==> src/rtl/mem_port_arbiter.sv <==
// Round-robin arbiter sharing one working RAM, one decrypted RAM and one
// encrypted ROM among several requesting clients. A granted access drives the
// selected memory in the grant cycle; read returns come back through a
// fixed-latency pipeline tagged with the originating client.
//
// Handshake: a client holds req (with wren/sel/addr/data stable) until it sees
// its gnt bit in the same cycle; every granted cycle is one complete access and
// a request without gnt has no effect. Reads are answered RD_LATENCY cycles
// after their grant by a single-cycle rd_valid pulse for that client, with no
// back-pressure on the return path.
module mem_port_arbiter #(
  parameter int NUM_CLIENTS = 3,
  parameter int ADDR_W      = 8,
  parameter int ADDR_D_W    = 5,
  parameter int DATA_W      = 8,
  parameter int RD_LATENCY  = 1   // 1..3, must match the memories' read latency
) (
  input  logic                          clk,
  input  logic                          reset,
  input  logic [NUM_CLIENTS-1:0]        req,
  input  logic [NUM_CLIENTS-1:0]        req_wren,
  input  logic [2*NUM_CLIENTS-1:0]      req_sel,
  input  logic [NUM_CLIENTS*ADDR_W-1:0] req_addr,
  input  logic [NUM_CLIENTS*DATA_W-1:0] req_data,
  output logic [NUM_CLIENTS-1:0]        gnt,
  output logic [NUM_CLIENTS-1:0]        rd_valid,
  output logic [DATA_W-1:0]             rd_data,
  output logic                          err,
  output logic                          wren,
  output logic [ADDR_W-1:0]             address,
  output logic [DATA_W-1:0]             data,
  input  logic [DATA_W-1:0]             q,
  output logic                          wren_d,
  output logic [ADDR_D_W-1:0]           address_d,
  output logic [DATA_W-1:0]             data_d,
  input  logic [DATA_W-1:0]             q_d,
  output logic [ADDR_D_W-1:0]           address_m,
  input  logic [DATA_W-1:0]             q_m
);

  localparam int ID_W = (NUM_CLIENTS > 1) ? $clog2(NUM_CLIENTS) : 1;
  localparam int LAST = RD_LATENCY - 1;

  localparam logic [1:0] SEL_WRAM = 2'd0;
  localparam logic [1:0] SEL_DRAM = 2'd1;
  localparam logic [1:0] SEL_EROM = 2'd2;

  // Priority pointer: the client searched first in the next cycle.
  logic [ID_W-1:0]   ptr;

  logic              found;
  logic [ID_W-1:0]   gnt_id;
  logic              gnt_any;

  // Per-client views of the flattened request buses.
  logic [1:0]        sel_a  [NUM_CLIENTS];
  logic [ADDR_W-1:0] addr_a [NUM_CLIENTS];
  logic [DATA_W-1:0] data_a [NUM_CLIENTS];

  // Fields of the winning client.
  logic              g_wren;
  logic [1:0]        g_sel;
  logic [ADDR_W-1:0] g_addr;
  logic [DATA_W-1:0] g_data;
  logic              illegal;
  logic              rd_accept;

  // Read-return pipeline: stage 0 is loaded in the grant cycle's clock edge.
  logic              pipe_valid [RD_LATENCY];
  logic [ID_W-1:0]   pipe_id    [RD_LATENCY];
  logic [1:0]        pipe_sel   [RD_LATENCY];

  // Unpack the per-client request slices.
  always_comb begin
    for (int i = 0; i < NUM_CLIENTS; i++) begin
      sel_a[i]  = req_sel[2*i +: 2];
      addr_a[i] = req_addr[i*ADDR_W +: ADDR_W];
      data_a[i] = req_data[i*DATA_W +: DATA_W];
    end
  end

  // Round-robin search starting at ptr, wrapping once around the clients.
  always_comb begin
    found  = 1'b0;
    gnt_id = '0;
    for (int i = 0; i < NUM_CLIENTS; i++) begin
      int              idx;
      logic [ID_W-1:0] cand;
      idx = int'(ptr) + i;
      if (idx >= NUM_CLIENTS) idx = idx - NUM_CLIENTS;
      cand = ID_W'(idx);
      if (!found && req[cand]) begin
        found  = 1'b1;
        gnt_id = cand;
      end
    end
  end

  // Decode the winning access; nothing is granted while reset is held.
  always_comb begin
    gnt_any   = found & ~reset;
    g_wren    = req_wren[gnt_id];
    g_sel     = sel_a[gnt_id];
    g_addr    = addr_a[gnt_id];
    g_data    = data_a[gnt_id];
    // Writing the ROM or selecting the unused target is refused but still granted.
    illegal   = (g_sel == 2'd3) | ((g_sel == SEL_EROM) & g_wren);
    rd_accept = gnt_any & ~illegal & ~g_wren;
    err       = gnt_any & illegal;
    gnt       = gnt_any ? (NUM_CLIENTS'(1) << gnt_id) : '0;
  end

  // Steer the granted access onto exactly one memory port; idle ports stay at 0.
  always_comb begin
    wren      = 1'b0;
    address   = '0;
    data      = '0;
    wren_d    = 1'b0;
    address_d = '0;
    data_d    = '0;
    address_m = '0;
    if (gnt_any && !illegal) begin
      case (g_sel)
        SEL_WRAM: begin
          wren    = g_wren;
          address = g_addr;
          data    = g_data;
        end
        SEL_DRAM: begin
          wren_d    = g_wren;
          address_d = g_addr[ADDR_D_W-1:0];
          data_d    = g_data;
        end
        default: begin
          address_m = g_addr[ADDR_D_W-1:0];
        end
      endcase
    end
  end

  // Advance the priority pointer past whichever client was just served.
  always_ff @(posedge clk) begin
    if (reset) begin
      ptr <= '0;
    end else if (gnt_any) begin
      ptr <= (gnt_id == ID_W'(NUM_CLIENTS - 1)) ? '0 : gnt_id + 1'b1;
    end
  end

  // Shift the read tags along; reset drops every read still in flight.
  always_ff @(posedge clk) begin
    if (reset) begin
      for (int s = 0; s < RD_LATENCY; s++) begin
        pipe_valid[s] <= 1'b0;
        pipe_id[s]    <= '0;
        pipe_sel[s]   <= '0;
      end
    end else begin
      pipe_valid[0] <= rd_accept;
      pipe_id[0]    <= gnt_id;
      pipe_sel[0]   <= g_sel;
      for (int s = 1; s < RD_LATENCY; s++) begin
        pipe_valid[s] <= pipe_valid[s-1];
        pipe_id[s]    <= pipe_id[s-1];
        pipe_sel[s]   <= pipe_sel[s-1];
      end
    end
  end

  // Return the memory output recorded for the oldest read; zero when idle.
  always_comb begin
    rd_valid = '0;
    rd_data  = '0;
    if (pipe_valid[LAST] && !reset) begin
      rd_valid = NUM_CLIENTS'(1) << pipe_id[LAST];
      case (pipe_sel[LAST])
        SEL_WRAM: rd_data = q;
        SEL_DRAM: rd_data = q_d;
        default:  rd_data = q_m;
      endcase
    end
  end

endmodule

==> config.mk <==
export PLATFORM = sky130hd
export DESIGN_NAME = mem_port_arbiter
export DESIGN_NICKNAME = d
export VERILOG_FILES = /design/src/rtl/mem_port_arbiter.sv
export SDC_FILE = /design/constraint.sdc
export NUM_CORES = 1
export LEC_CHECK = 0
export BUFFER_PORTS_ARGS = -buffer_cell sky130_fd_sc_hd__buf_2
export CAP_MARGIN = 20
export CORE_ASPECT_RATIO = 1.4
export CORE_MARGIN = 2
export CORE_UTILIZATION = 43
export CTS_CLUSTER_SIZE = 12
export DETAILED_ROUTE_END_ITERATION = 10
export PLACE_DENSITY_LB_ADDON = 0.3
export SLEW_MARGIN = 40
export SYNTH_ARGS = -nofsm -noshare
export SYNTH_HDL_FRONTEND = slang
export SYNTH_SLANG_ARGS = --single-unit
==> constraint.sdc <==
create_clock -name clk -period 3.87 [get_ports clk]
set_input_delay 0 -clock clk [delete_from_list [all_inputs] [get_ports clk]]
set_output_delay 0 -clock clk [all_outputs]
set_load 0.005 [all_outputs]
==> key figures, run 1 <==
Clock tree
  • CTS Sinks: 7
  • Number of H-tree levels: 1
  • Post-CTS Hold Buffers: 0
  • CTS resizes: 0
  • Skew-Pair Late Insertion Delay: 220 ps
  • Root Driver: clkbuf_8
  • TritonCTS Buffers: 3
  • CTS tree: yes
  • Postcts setup bufs: 0
  • CTS max path bufs: 2
  • Worst-path clk slew: 40 ps

Route
  • DR DRC count: 0
  • DR WL/cell: 13.3 um
  • Final ANT Viol Nets: 0
  • Drt initial violations: 72
  • Post-DR vias/cell: 5.44
  • Wirelength, routed: 5.27 mm
  • Pre-antenna DRT Iters: 5
  • Vias: 2164

Yosys
  • Synth Register Bits: 7
  • Synth Area per Inst: 7.13 um2
  • Area contributors post-synth: mux2i_1 (12%), dfxtp_1 (8.5%), nor2_1 (8.2%)
  • Yosys warns: 0
  • Netlist cell types: 55
  • Cells after Synth: 230
  • Number of synthesized flops with an enable pin: 0
  • Async SR Flop Fraction: 0%
  • Sequential area share after synthesis: 8.54%
  • Syn Std Cell Area: 1640 um2
  • Post-synth top area cell: mux2i_1
  • Synth top area share: 12.2%
  • Syn_nets: 320
  • Dominant synthesized flop cell: dfxtp_1

Worst setup path
  • Slowest cell on crit path: or4_4
  • Crit path required time: 3870 ps
  • Critical Path Source Type: flop
  • Critical Path Start: ptr[1]
  • Cells along the critical path: inv_1 > ha_1 > mux2i_1 > o21ai_1 > o221ai_2 > nand2_1 > or4_4 > a21oi_2 > and2_1 > buf_2
  • Reg2reg start: ptr[1]
  • Critical Path Max Stage Delay: 520 ps
  • Critical path arrival: 3200 ps
  • CP Buf/Inv Count: 2
  • Largest delay share family, worst path: simple AND/OR/NAND/NOR gates
  • Crit path max fanout: 14
  • CP Capture Type: output pin
  • WS Path Type: flop to output pin

Power and ir drop
  • Seq pwr share: 8.7%
  • Sw Pwr: 992 uW
  • Internal power: 823 uW
  • VDD IR max: 0.525 mV
  • Net Sw Frac: 54.7%
  • Lkg Pwr: 0.00120 uW
  • Clock power frac: 5.5%
  • Gate power share: 85.8%
  • Power Dens Cells: 778 nW/um2

Job
  • Max cap viols: 0

Floorplan
  • IO Pins: 137
  • FP Rows: 26
  • Initial core utilization: 45.0%
  • Die H: 77.1 um
  • Die width: 56.2 um
  • Total core area: 3640 um2
  • Die area: 4330 um2

Timing
  • Rel. slew slack: 52.2%
  • Hold_ws: 19.7 ps
  • Clock skew: 0.248 ps
  • Setup TNS Final: 0 ps
  • Fmax achieved: 312 MHz
  • Min setup slack post-route: 666 ps
  • Setup violations, final: 0
  • Unrepaired setup endpoints after global routing: no
  • Worst-Margin Slew: 717 ps
  • Final period utilization: 82.8%
  • Max Slew Vio Count: 0
  • Final Critical Period: 3200 ps
  • Final Hold Viols: 0

Placement
  • Gpl congestion: 0.877
  • Post-place setup slack: 923 ps
  • # placed instances: 394
  • HPWL after DPL: 4.40 mm
  • Buffers on Ports: 136

Hold path
  • Min-delay src: reset
  • Hold Path Class: primary input to flop

Status
  • Status: completed

Layout
  • Final nets: 447
  • Fill cells: 360
  • Final std cells w/o fill: 398
  • ANT cells: 0
  • Final core occ: 64.0%
  • Layout cells sized above 1: 46.3%
  • Area added between synthesis and finish: 42.3%

GRT
  • Vias in the first global route: 2070
  • Largest net degree at the start of global routing: 21
  • First-pass GRT wire length: 8.65 mm
  • Tot GR Track Use: 23.4%
  • Initial antenna violation count: 0
  • Total grt overflow: 0
layout by cell type (no fill, tap or decap), types with 5 or more instances in the layout:
| cell | count |
|---|---|
| nor2b_1 | 11 |
| buf_2 | 136 |
| a21oi_1 | 14 |
| a211oi_1 | 6 |
| mux2i_1 | 20 |
| dfxtp_1 | 7 |
| nand2_1 | 23 |
| a22oi_1 | 5 |
| and2_1 | 9 |
| nor2_1 | 36 |
| o21ai_0 | 10 |
| inv_1 | 5 |
final timing paths:
kind / end / slack (ps) / cells after the start
min reg2reg: ptr[0] / 490 / 2
max reg2reg: pipe_valid[0] / 960 / 9
min: ptr[0] / 20 / 2
max: data_d[0] / 670 / 10
sequential cells by signal, summed over array words and instances, names as in the netlist:
name        count
pipe_id         2
pipe_sel        2
pipe_valid      1
ptr             2
power by group through the flow:
stage,Sequential (uW),Combinational (uW),Clock (uW)
finish,158,1560,99.2
global route,165,1710,108
CTS,159,1560,100
detailed placement,161,1550,0
global placement,159,1540,0
floorplan,122,1250,0
worst reg2reg max path, stage by stage, from the launching register on:
cell,delay [ps]
dfxtp_1,330
inv_1,90
ha_1,450
mux2i_1,320
mux2_4,260
nand3_2,160
a22oi_2,660
nand3b_1,140
a41oi_1,290
nor3b_1,90
cells by family after synthesis:
family,count (synthesis),synth area share [%]
adder cells (fa/ha/maj),4,3.05
AND/OR/NAND/NOR,114,38.4
flip-flops,7,8.54
AO/OA/AOI/OAI,61,27.8
multiplexers,25,15.9
buffers and inverters,19,6.33
synth_stat cells, types with 2 or more instances:
cell type / count
a211oi_1: 6
a21o_1: 3
a21oi_1: 14
a22oi_1: 5
a311oi_2: 3
a31oi_1: 2
a41oi_1: 2
and2_1: 9
and3_1: 3
buf_2: 2
buf_4: 2
buf_6: 3
clkbuf_1: 7
dfxtp_1: 7
ha_1: 4
inv_1: 5
mux2_2: 4
mux2i_1: 20
nand2_1: 23
nand2b_1: 4
nand3_1: 2
nand3b_1: 4
nor2_1: 36
nor2b_1: 11
nor3_1: 4
nor3b_1: 4
o21ai_0: 10
o21ai_1: 3
or2_2: 2
routing by layer:
metal,part of all wire (%),vias to the layer above,GRT usage [%]
met5,0,-,0
met4,2.2,0,8.57
met3,8.6,11,3.37
met2,54,114,46.1
met1,36,951,23.9
li1,-,1088,-
stage by stage:
step | instance area, um2 | total power (uW)
after floorplan | 1640 | 1370
after global placement | 2290 | 1700
after detailed placement | 2290 | 1710
after CTS | 2330 | 1810
after global routing | 2330 | 1980
final | 2330 | 1820
cell type report:
| type | count | area (um2) | share of cell area [%] |
|---|---|---|---|
| Multi-Input combinational cell | 204 | 1400 | 59.8 |
| Sequential cell | 7 | 140 | 6.01 |
| Tap cell | 42 | 52.6 | 2.25 |
| Inverter | 5 | 18.8 | 0.804 |
| Timing Repair Buffer | 136 | 681 | 29.2 |
| Clock buffer | 4 | 45.0 | 1.93 |
Note: power is estimated with default switching activity, not from simulation.
==> run 2: changes to the inputs <==
Settings changed: CORE_UTILIZATION 43 to 40.
Clock period 3.87 ns to 3.31 ns, I/O delays scaled along.
==> run 2 against run 1 <==
  * First-iteration DRC count fell by 4.2%
  * Global-route usage decreased by 0.31 points
  * Sequential power rose by 18%
  * Register-to-register slack worse by 290 ps
  * Die area rose by 7.0%
  * Cell area increased by 1.0%
  * Clock power increased by 22%
  * Clock skew is 5.3 ps higher
  * Wire length rose by 5.0%
  * Utilization is 4.4 points lower
  * Critical path type unchanged
  * Critical endpoint is now address[7]
  * Largest cell class unchanged
  * Highest routed layer unchanged
==> key figures, run 2 (same netlist as run 1, synthesis figures left out) <==
GRT
  • Largest net degree at the start of global routing: 21 (unchanged)
  • Total grt overflow: 0 (unchanged)
  • Tot GR Track Use: 23.1% (-0.31 points)
  • Vias in the first global route: 2049 (-1.0%)
  • Initial antenna violation count: 0 (unchanged)
  • First-pass GRT wire length: 8.62 mm (-0.31%)

Route
  • Drt initial violations: 69 (-4.2%)
  • DR DRC count: 0 (unchanged)
  • Post-DR vias/cell: 5.42 (-0.38%)
  • Final ANT Viol Nets: 0 (unchanged)
  • Pre-antenna DRT Iters: 6 (+1)
  • DR WL/cell: 13.8 um (+4.2%)
  • Wirelength, routed: 5.54 mm (+5.0%)
  • Vias: 2172 (+0.37%)

Timing
  • Final Hold Viols: 0 (unchanged)
  • Final period utilization: 92.9%
  • Final Critical Period: 3080 ps
  • Rel. slew slack: 63.3% (+11 points)
  • Setup violations, final: 0 (unchanged)
  • Max Slew Vio Count: 0 (unchanged)
  • Clock skew: 5.53 ps (+5.28 ps)
  • Worst-Margin Slew: 546 ps (-171 ps)
  • Setup TNS Final: 0 ps (unchanged)
  • Unrepaired setup endpoints after global routing: no
  • Fmax achieved: 325 MHz

Layout
  • Layout cells sized above 1: 47.2% (+0.86 points)
  • Area of the multi-input gates: 1400 um2 (+0.54%)
  • Final nets: 449 (+0.45%)
  • Fill cells: 404 (+12%)
  • Largest registers: pipe_id x2, pipe_sel x2, ptr x2
  • Area occupied by registers: 140 um2 (unchanged)
  • ANT cells: 0 (unchanged)
  • Final std cells w/o fill: 401 (+0.75%)
  • Commonest cells after routing, fill and taps aside: buf_2 (136), nor2_1 (36), nand2_1 (23)
  • Most common cell after layout, fill and taps aside: buf_2
  • Final core occ: 59.6% (-4.4 points)
  • Area added between synthesis and finish: 43.7%
  • Post-route cell area: 2360 um2 (+1.0%)

Clock tree
  • CTS Sinks: 7 (unchanged)
  • Root Driver: clkbuf_8
  • CTS resizes: 0 (unchanged)
  • CTS max path bufs: 2 (unchanged)
  • Postcts setup bufs: 0 (unchanged)
  • Skew-Pair Late Insertion Delay: 230 ps (about the same)
  • TritonCTS Buffers: 3 (unchanged)
  • CTS tree: yes
  • Number of H-tree levels: 1 (unchanged)
  • Post-CTS Hold Buffers: 0 (unchanged)
  • Worst-path clk slew: 40 ps (about the same)

Power and ir drop
  • VDD IR max: 0.601 mV (+15%)
  • Lkg Pwr: 0.00122 uW (+0.93%)
  • Power Dens Cells: 923 nW/um2 (+19%)

Floorplan
  • Initial core utilization: 41.5% (-3.5 points)
  • FP Rows: 27 (+3.8%)
  • Die width: 58.1 um (+3.4%)
  • Die area: 4640 um2 (+7.0%)
  • Die H: 79.8 um (+3.5%)
  • IO Pins: 137 (unchanged)
  • Total core area: 3950 um2 (+8.5%)

Worst setup path
  • CP Capture Type: output pin
  • Critical Path Source Type: flop
  • Crit path required time: 3310 ps (-560 ps)
  • WS Path Type: flop to output pin
  • Critical path arrival: 3080 ps (-120 ps)
  • Crit path max fanout: 20 (+6)

Placement
  • Buffers on Ports: 136 (unchanged)
  • Placed Instance Area: 2300 um2 (+0.71%)
  • HPWL after DPL: 4.59 mm (+4.3%)
  • Gpl congestion: 0.859 (-2.1%)
  • # placed instances: 397 (+0.76%)

Status
  • Status: completed

Hold path
  • Hold Path Class: primary input to flop

Job
  • Max cap viols: 0 (unchanged)
## run 2: cell types whose count changed in the layout (fill, tap and decap cells not counted)
cell     previous run  this run
o31ai_2             0         1
ha_1                4         3
ha_2                0         1
buf_4               0         2
o31ai_1             1         0
## run 2: area by class of cell
class | instances | share of cell area (%)
sequential | 7 | 5.94
multi-input combinational | 204 | 59.6
clock buffer | 4 | 1.91
tap | 43 | 2.28
inverter | 5 | 0.796
timing repair buffer | 138 | 29.5
## run 2: routing by layer
| layer | vias to the layer above | part of all wire (%) | track usage (%) |
|---|---|---|---|
| li1 | 1090 | - | - |
| met1 | 947 | 37 | 24.1 |
| met2 | 116 | 52 | 43.8 |
| met3 | 19 | 7.5 | 3.40 |
| met4 | 0 | 3.7 | 10.7 |
| met5 | - | 0 | 0 |
## run 2: per-stage QoR
stage | worst slack [ps] | hold WS, ps | total power, uW
floorplan | 897 | 69.1 | 1600
global placement | 508 | 249 | 2020
detailed placement | 400 | 251 | 2040
CTS | 137 | 14.5 | 2170
global route | 8.85 | 36.0 | 2400
finish | 234 | 17.8 | 2180
## run 2: final timing paths
path | end | cells past startpoint | start | slack [ps]
worst max-delay path | address[7] | 10 | ptr[0] | 230
worst min-delay path | ptr[0] | 2 | reset | 20
worst max register to register | pipe_valid[0] | 9 | ptr[0] | 670
worst min register to register | ptr[0] | 2 | ptr[0] | 510
## run 2: worst max-delay path, stage by stage (launching register included)
cell and delay [ps]:
dfxtp_1 380, inv_1 80, ha_1 400, nand2b_1 210, a21boi_1 160, o221ai_2 290
and2_4 370, a31o_2 270, nand4_4 250, a311oi_2 270, buf_2 150
## run 2: power breakdown
part	switching, uW	internal (uW)
Clock	37.9	83.4
Combinational	1080	785
Sequential	61.6	124
Total	1180	993
